==> config.mk <==
export PLATFORM = sky130hd
export DESIGN_NAME = dac80504_spi_responder
export DESIGN_NICKNAME = d
export VERILOG_FILES = /design/src/rtl/dac80504_spi_responder.sv
export SDC_FILE = /design/constraint.sdc
export NUM_CORES = 1
export LEC_CHECK = 0
export ABC_AREA = 1
export BUFFER_PORTS_ARGS = -buffer_cell sky130_fd_sc_hd__buf_2
export CORE_MARGIN = 2
export CORE_UTILIZATION = 35
export DETAILED_ROUTE_END_ITERATION = 8
export GPL_TIMING_DRIVEN = 0
export PLACE_DENSITY = 0.6
export SLEW_MARGIN = 20
export SYNTH_ARGS = -nofsm -noshare
export SYNTH_HDL_FRONTEND = slang
export SYNTH_SLANG_ARGS = --single-unit
==> constraint.sdc <==
create_clock -name clk -period 12.33 [get_ports clk]
set_input_delay 1.8495 -clock clk [delete_from_list [all_inputs] [get_ports clk]]
set_output_delay 1.8495 -clock clk [all_outputs]
set_load 0.1 [all_outputs]
==> src/rtl/dac80504_spi_responder.sv <==
// DAC80504 SPI responder: oversampled SPI frame decoder, register file and four DAC channels with LDAC semantics.
// Build option DAC_READBACK_EN adds the read-frame readback shifter on sdo_o; without it sdo_o is tied low.
module dac80504_spi_responder #(
    parameter logic [15:0] DEVICE_ID   = 16'h0294,
    parameter int unsigned SYNC_STAGES = 2
) (
    input  logic        clk,
    input  logic        rst,
    input  logic        sclk_i,
    input  logic        csn_i,
    input  logic        sdi_i,
    input  logic        ldacn_i,
    output logic        sdo_o,
    output logic [15:0] dac0_o,
    output logic [15:0] dac1_o,
    output logic [15:0] dac2_o,
    output logic [15:0] dac3_o,
    output logic [3:0]  dac_upd_o,
    output logic        frm_err_o
);

    localparam int unsigned FRAME_W = 24;
    localparam int unsigned DATA_W  = 16;
    localparam int unsigned CNT_W   = 5;
    localparam int unsigned NUM_CH  = 4;
    localparam int unsigned NSYNC   = (SYNC_STAGES < 32'd2) ? 32'd2 : SYNC_STAGES;

    typedef struct packed {
        logic              rw;
        logic [2:0]        rsvd;
        logic [3:0]        addr;
        logic [DATA_W-1:0] data;
    } frame_t;

    typedef enum logic [1:0] {
        ST_IDLE   = 2'd0,
        ST_SHIFT  = 2'd1,
        ST_DECODE = 2'd2
    } state_t;

    logic [NSYNC-1:0]   sclk_sync, csn_sync, sdi_sync, ldacn_sync;
    logic               sclk_cur, sclk_prev, csn_cur, csn_prev, ldacn_cur, ldacn_prev, sdi_cur;
    logic               sclk_rise, sclk_fall, csn_rise, csn_fall, ldac_fall;
    logic               csn_fall_hold;

    state_t             state, state_nxt;
    logic               start_c, shift_c, decode_c;

    logic [FRAME_W-1:0] shreg;
    logic [CNT_W-1:0]   bit_cnt;
    frame_t             frame;
    logic               frame_ok, wr_en, soft_rst, soft_ldac, ldac_evt, status_clr;

    logic [3:0]         sync_q;
    logic [DATA_W-1:0]  config_q, gain_q;
    logic [DATA_W-1:0]  buf_q   [NUM_CH];
    logic [DATA_W-1:0]  act_q   [NUM_CH];
    logic [DATA_W-1:0]  act_nxt [NUM_CH];

    // Input synchronisers followed by one cur/prev stage for edge detection
    always_ff @(posedge clk or posedge rst) begin
        if (rst) begin
            sclk_sync  <= '0;
            csn_sync   <= '0;
            sdi_sync   <= '0;
            ldacn_sync <= '0;
            sclk_cur   <= 1'b0;
            csn_cur    <= 1'b0;
            sdi_cur    <= 1'b0;
            ldacn_cur  <= 1'b0;
            sclk_prev  <= 1'b0;
            csn_prev   <= 1'b0;
            ldacn_prev <= 1'b0;
        end else begin
            sclk_sync  <= {sclk_sync[NSYNC-2:0], sclk_i};
            csn_sync   <= {csn_sync[NSYNC-2:0], csn_i};
            sdi_sync   <= {sdi_sync[NSYNC-2:0], sdi_i};
            ldacn_sync <= {ldacn_sync[NSYNC-2:0], ldacn_i};
            sclk_cur   <= sclk_sync[NSYNC-1];
            csn_cur    <= csn_sync[NSYNC-1];
            sdi_cur    <= sdi_sync[NSYNC-1];
            ldacn_cur  <= ldacn_sync[NSYNC-1];
            sclk_prev  <= sclk_cur;
            csn_prev   <= csn_cur;
            ldacn_prev <= ldacn_cur;
        end
    end

    assign sclk_rise = sclk_cur & ~sclk_prev;
    assign sclk_fall = ~sclk_cur & sclk_prev;
    assign csn_rise  = csn_cur & ~csn_prev;
    assign csn_fall  = ~csn_cur & csn_prev;
    assign ldac_fall = ~ldacn_cur & ldacn_prev;

    always_ff @(posedge clk or posedge rst) begin
        if (rst) begin
            state         <= ST_IDLE;
            csn_fall_hold <= 1'b0;
        end else begin
            state         <= state_nxt;
            csn_fall_hold <= decode_c & csn_fall;
        end
    end

    always_comb begin
        state_nxt = state;
        case (state)
            ST_IDLE:   if (csn_fall || csn_fall_hold) state_nxt = ST_SHIFT;
            ST_SHIFT:  if (csn_rise) state_nxt = ST_DECODE;
            ST_DECODE: state_nxt = ST_IDLE;
            default:   state_nxt = ST_IDLE;
        endcase
    end

    always_comb begin
        start_c  = 1'b0;
        shift_c  = 1'b0;
        decode_c = 1'b0;
        case (state)
            ST_IDLE:   start_c  = csn_fall | csn_fall_hold;
            ST_SHIFT:  shift_c  = 1'b1;
            ST_DECODE: decode_c = 1'b1;
            default:   ;
        endcase
    end

    // Frame shifter: sample SDI on SCLK falling edges, MSB first, count saturating
    always_ff @(posedge clk or posedge rst) begin
        if (rst) begin
            shreg   <= '0;
            bit_cnt <= '0;
        end else if (start_c) begin
            bit_cnt <= '0;
        end else if (shift_c && sclk_fall) begin
            shreg <= {shreg[FRAME_W-2:0], sdi_cur};
            if (bit_cnt != '1) bit_cnt <= bit_cnt + CNT_W'(1);
        end
    end

    assign frame     = frame_t'(shreg);
    assign frame_ok  = decode_c && (bit_cnt == CNT_W'(FRAME_W));
    assign wr_en     = frame_ok && !frame.rw;
    assign soft_rst  = wr_en && (frame.addr == 4'h5) && (frame.data[3:0] == 4'b1010);
    assign soft_ldac = wr_en && (frame.addr == 4'h5) && frame.data[4] && !soft_rst;
    assign ldac_evt  = ldac_fall | soft_ldac;

    // LDAC copies the pre-write buffer; an unbuffered write lands directly in the active code
    always_comb begin
        for (int unsigned ch = 0; ch < NUM_CH; ch++) begin
            act_nxt[ch] = act_q[ch];
            if (ldac_evt && sync_q[ch]) act_nxt[ch] = buf_q[ch];
            if (wr_en && (frame.addr == 4'(ch + 32'd8)) && !sync_q[ch]) act_nxt[ch] = frame.data;
        end
    end

    always_ff @(posedge clk or posedge rst) begin
        if (rst) begin
            sync_q    <= '0;
            config_q  <= '0;
            gain_q    <= '0;
            dac_upd_o <= '0;
            for (int unsigned ch = 0; ch < NUM_CH; ch++) begin
                buf_q[ch] <= '0;
                act_q[ch] <= '0;
            end
        end else if (soft_rst) begin
            sync_q    <= '0;
            config_q  <= '0;
            gain_q    <= '0;
            dac_upd_o <= '0;
            for (int unsigned ch = 0; ch < NUM_CH; ch++) begin
                buf_q[ch] <= '0;
                act_q[ch] <= '0;
            end
        end else begin
            for (int unsigned ch = 0; ch < NUM_CH; ch++) begin
                act_q[ch]     <= act_nxt[ch];
                dac_upd_o[ch] <= (act_nxt[ch] != act_q[ch]);
            end
            if (wr_en) begin
                case (frame.addr)
                    4'h2:                   sync_q   <= frame.data[3:0];
                    4'h3:                   config_q <= frame.data;
                    4'h4:                   gain_q   <= frame.data;
                    4'h8, 4'h9, 4'hA, 4'hB: buf_q[frame.addr[1:0]] <= frame.data;
                    default:                ;
                endcase
            end
        end
    end

    // Sticky length error; soft reset deliberately leaves it alone
    always_ff @(posedge clk or posedge rst) begin
        if (rst) begin
            frm_err_o <= 1'b0;
        end else if (decode_c && !frame_ok) begin
            frm_err_o <= 1'b1;
        end else if (status_clr) begin
            frm_err_o <= 1'b0;
        end
    end

    assign dac0_o = act_q[0];
    assign dac1_o = act_q[1];
    assign dac2_o = act_q[2];
    assign dac3_o = act_q[3];

`ifdef DAC_READBACK_EN
    logic [FRAME_W-1:0] rb_pend, rb_sh;
    logic [DATA_W-1:0]  rd_data;
    logic               unused_bits;

    always_comb begin
        rd_data = '0;
        case (frame.addr)
            4'h1:                   rd_data = DEVICE_ID;
            4'h7:                   rd_data = DATA_W'(frm_err_o);
            4'h8, 4'h9, 4'hA, 4'hB: rd_data = buf_q[frame.addr[1:0]];
            default:                ;
        endcase
    end

    assign status_clr = frame_ok && frame.rw && (frame.addr == 4'h7);

    // Read result is staged until the next frame starts, then shifted out on SCLK rising edges
    always_ff @(posedge clk or posedge rst) begin
        if (rst) begin
            rb_pend <= '0;
            rb_sh   <= '0;
        end else begin
            if (soft_rst)      rb_pend <= '0;
            else if (decode_c) rb_pend <= (frame_ok && frame.rw) ? {4'h8, frame.addr, rd_data} : '0;

            if (soft_rst)                  rb_sh <= '0;
            else if (start_c)              rb_sh <= rb_pend;
            else if (shift_c && sclk_rise) rb_sh <= {rb_sh[FRAME_W-2:0], 1'b0};
        end
    end

    assign sdo_o       = rb_sh[FRAME_W-1];
    assign unused_bits = ^{frame.rsvd, config_q, gain_q};
`else
    logic unused_bits;

    assign status_clr  = 1'b0;
    assign sdo_o       = 1'b0;
    assign unused_bits = ^{frame.rsvd, config_q, gain_q, DEVICE_ID, sclk_rise};
`endif

endmodule

# Word-level counts from Yosys, hierarchy flattened
# Index checks and enable logic that the tools add are counted.
word_totals:
  regBits: 184
  latch_bits: 0
  ramBits: 0
  rom_bits: 0
  in_bits: 6
  output_inout_bits: 70
  word_cells: 128
  mem_count: 0
classes:
  n_addsub: 1
  multipliers: 0
  div_mod_pow: 0
  magnitude_cmp: 2
  eq_ne: 17
  shifts: 0
  n_mux: 28
  n_bitwise: 13
  reduce_logical: 41
op_table:
  columns: ["op", "n"]
  rows:
  - ["$mux W64", 4]
  - ["$mux W16", 9]
  - ["$bwmux W64", 1]
  - ["$ne A16 B16 Y1", 4]
  - ["$demux W16 S2", 1]
  - ["$logic_and A1 B1 Y1", 21]
  - ["$eq A4 B4 Y1 const B", 5]
  - ["$mux W4", 4]
  - ["$mux W5", 3]
  - ["$reduce_and A2 Y1", 5]
  - ["$reduce_bool A2 Y1", 5]
  - ["$logic_not A1 Y1", 7]
  - ["$add A5 B1 Y5 const B", 1]
  - ["$and A1 B1 Y1", 5]
  - ["$eq A5 B5 Y1 const B", 1]
  - ["$ne A5 B5 Y1 const B", 1]
  - ["$not A1 Y1", 5]
  - ["$eq A4 B2 Y1 const B", 1]
  - ["$eq A4 B3 Y1 const B", 1]
  - ["$mux W2", 2]
  - ["$ne A2 B2 Y1 const B", 2]
  - ["$pmux W2 S2", 1]
  - ["$reduce_or A4 Y1", 1]
  - ["$ge A3 B3 Y1 const B", 1]
  - ["other kinds (8)", 11]

# Logic depth before layout (Yosys ltp)
depth:
  word_depth: 14
  mapped_depth: 20
  mapped_depth_nobuf: 20

# Worst setup path before layout
# Ideal clock, no wire load.
synth_timing:
  path_kind: "reg-to-output"
  from: "register act_q, in the netlist dac0_o[11]"
  to: "output dac0_o[11]"
  t_arrival_ns: 0.927
  t_required_ns: 10.480
  setup_slack_ns: 9.554
  path_stages_with_launch: 1
  n_path_buf: 0
  cell_sequence: "dfrtp_1"
synth_rtl:
  columns: ["item", "line", "text"]
  rows:
  - ["from (decl)", "57", "logic [DATA_W-1:0] act_q [NUM_CH];"]
  - ["from (signal, indexed assignment)", "177", "act_q[ch] <= act_nxt[ch];"]
  - ["to (decl)", "14", "output logic [15:0] dac0_o,"]
# No word-level cell between the ends.

# Worst setup path in the final report
layout_timing:
  from: "register shreg[2], in the netlist frame[2]"
  to: "register act_q, in the netlist dac1_o[14]"
layout_between:
  elab_chain_cells: 9
layout_rtl:
  columns: ["item", "line", "text"]
  rows:
  - ["from (decl)", "49", "logic [FRAME_W-1:0] shreg;"]
  - ["from (signal assigned)", "135", "shreg <= {shreg[FRAME_W-2:0], sdi_cur};"]
  - ["$eq A4 B4 Y1 *", "143", "assign soft_rst = wr_en && (frame.addr == 4'h5) && (frame.data[3:0] == 4'b1010);"]
  - ["$logic_and A1 B1 Y1 *", "143", null]
  - ["$logic_not A1 Y1", "144", "assign soft_ldac = wr_en && (frame.addr == 4'h5) && frame.data[4] && !soft_rst;"]
  - ["$logic_and A1 B1 Y1", "144", null]
  - ["$or A1 B1 Y1", "145", "assign ldac_evt = ldac_fall | soft_ldac;"]
  - ["$logic_and A1 B1 Y1", "151", "if (ldac_evt && sync_q[ch]) act_nxt[ch] = buf_q[ch];"]
  - ["$mux W16", "151", null]
  - ["$mux W16", "152", "if (wr_en && (frame.addr == 4'(ch + 32'd8)) && !sync_q[ch]) act_nxt[ch] = frame.data;"]
  - ["$mux W64 *", "166", "end else if (soft_rst) begin"]
# Mark *: on every way between the ends. The rest lies on a longest branch, timed or not.
# A chain may end at the register's enable or synchronous reset.

==> reports/qor.csv <==
metric,value,unit
grt_usage,23.4,%
placed_cells,1804,
rows,61,
cts_tree,done,
setup_tns,0,ps
layout_common_cells,"452 x nand2_1, 249 x nand3_1, 184 x dfrtp_1",
ir_drop,0.0982,mV
wl,33800,um
syn_area_per_cell,7.27,um^2
setup_viol,0,
power_leakage,6.02,nW
startpoint,frame[2],
n_fill_cell,2868,
grt_pass1_vias,9034,
worst_pin_slew,983,ps
place_area,10700,um^2
arrival,3550,ps
yosysUniqueCellTypes,31,
crit_required,12610,ps
hp-start,ldacn_sync[1],
synth_fp_nets,1360,
final_common_cell,nand2_1,
numCtsBuffers,17,
p_sw,439,uW
dr.pass1.iters,5,
cp_num_cells,8,
drt-initial-drc-count,1013,
finalNetCount,1454,
dieArea,29400,um^2
hold_path_depth,0,
fin_skew,13.0,ps
power_frac_clock,42.1,%
clkTransAtPathRegs,80,ps
p_sw_share,32.0,%
drive_gt1_share,11.5,%
root_buffer,clkbuf_16,
synthCells,1351,
antenna_cells,0,
seq_power_share,47.9,%
final_cell_area,11300,um^2
yosysSeqAreaShare,46.9,%
post_cts_buffers,0,
instances_no_fill,1836,
combPwrFrac,10.0,%
rsz0062_at_grt,false,
syn_to_final_growth,15.0,%
fin_crit_sh,26.5,%
grt_max_degree,101,
maxSlewViolCount,0,
cpPeakStageDelay,730,ps
portBuffers,74,
slew_headroom,34.4,%
holdBufCountCts,0,
via_count,9667,
synth_top_family_by_area,simple AND/OR/NAND/NOR gates,
critPathLaunchType,flop,
cts_resized,0,
fin_hold_ws,352,ps
yosys.area_share.simple,34.2,%
numClockSinks,184,
critPathKind,reg2reg,
outcome,finished clean,
htree_levels,4,
worst-r2r-setup-slack,9060,ps
fin_crit,3270,ps
ys_warn_count,0,
initial_core_util,35.4,%
grt_pass1_wl,51300,um
fmax,306,MHz
reg2reg_from,frame[2],
synth_fa_ha_area_share,0.382,%
worstPathBufferInverterCount,4,
synth_compound_area_share,9.00,%
clk_path_buf_depth,2,
holdCritPathClass,reg2reg,
place.gp.congestion,0.875,
slowest_stage,buf_1,
antenna_found_initial,0,
crit_chain,inv_2 -> nand2_1 -> nor2_1 -> nand3_1 -> clkinv_1 -> clkbuf_1 -> buf_1 -> a21oi_1,
synth-xor-area-share,0,%
synth.mux.area_fraction,0,%
drc,0,
vias_per_cell,5.27,
grt_overflow_total,0,
reg2reg_depth,8,
crit_family,buffers and inverters,
routedWlPerCell,18.4,um
die_w,171,um
ys_seq_elements,184,
final_util,40.8,%
internal_power,932,uW
dieHeight,171,um
worstSkewPairLatency,450,ps
ios,76,
path_max_fanout,10,
cp-end-kind,flop,
final_antenna_net_count,0,
timing_hold_violations_final,0,
maxCapViolCount,0,
core_area,27700,um^2
hpwlAfterDp,22800,um
synthesis.area,9820,um^2
powerDensity,121,nW/um^2
## Yosys cell counts, drive strengths merged
| cell type | count | area [um^2] |
|---|---|---|
| ha | 3 | 37.5 |
| buf | 32 | 193 |
| nor3 | 6 | 40.0 |
| inv | 167 | 627 |
| a21oi | 66 | 330 |
| o21bai | 1 | 7.51 |
| nor2 | 45 | 200 |
| o22ai | 47 | 294 |
| conb | 1 | 3.75 |
| clkinv | 3 | 12.5 |
| o31ai | 1 | 7.51 |
| dfrtp | 184 | 4600 |
| a31o | 1 | 8.76 |
| clkbuf | 26 | 97.6 |
| nand3 | 252 | 1300 |
| nand3b | 11 | 82.6 |
| nand2 | 457 | 1730 |
| o21ai | 47 | 235 |
| nand4 | 1 | 6.26 |
## sequential cells by signal, indices dropped and copies added, names as in the netlist, 4 cells and up
signal     flops
dac0_o        16
buf_q         64
dac3_o        16
sync_q         4
bit_cnt        5
dac1_o        16
frame         24
dac2_o        16
dac_upd_o      4
## metrics by stage
| step | worst slack [ps] | total power [mW] |
|---|---|---|
| detailed placement | 9160 | 0.800 |
| finish | 9060 | 1.37 |
| global placement | 3010 | 0.797 |
| floorplan | 5480 | 0.715 |
| CTS | 9130 | 1.37 |
| global route | 8940 | 1.41 |
## path summary, 6_finish.rpt
kind,to
hold / removal,ldacn_cur
setup / recovery,dac1_o[14]
min in group asynchronous,bit_cnt[1]
setup reg to reg,dac1_o[14]
max in group asynchronous,frame[3]
hold reg to reg,ldacn_cur
## power by group through the flow
stage / sequential, mW / combinational [mW] / clock (mW)
2_1_floorplan: 0.654 / 0.0611 / 0
3_3_place_gp: 0.667 / 0.131 / 0
3_5_place_dp: 0.667 / 0.133 / 0
4_1_cts: 0.655 / 0.133 / 0.581
5_1_grt: 0.656 / 0.143 / 0.607
6_report: 0.657 / 0.137 / 0.578
## area by class of cell
class	instances	area, um^2	area share (%)
repair buffers	75	398	3.52
flip-flops and latches	184	4600	40.8
well taps	378	473	4.19
clock inverters	15	173	1.53
multi-input cells	939	4290	37.9
plain buffers	58	290	2.57
clock buffers	17	425	3.77
inverters	170	647	5.73
## layer usage
layer / vias to the layer above / routed length [um] / GRT usage (%) / share of wire [%]
met5: - / 0 / 0 / 0
met4: 0 / 1350 / 9.95 / 4.0
met3: 83 / 2550 / 4.49 / 7.6
met2: 400 / 15700 / 37.3 / 47
li1: 4570 / - / - / -
met1: 4614 / 14100 / 30.9 / 42
## cells by family (layout without fill, tap and decap cells)
| logic type | after synthesis | count (layout) |
|---|---|---|
| adders and majority gates | 3 | 3 |
| DFF | 184 | 184 |
| buffers and inverters | 228 | 335 |
| and+or+nand+nor | 772 | 772 |
| other | 1 | 1 |
| AOI/OAI and AO/OA | 163 | 163 |
(Power assumes the default switching activity.)
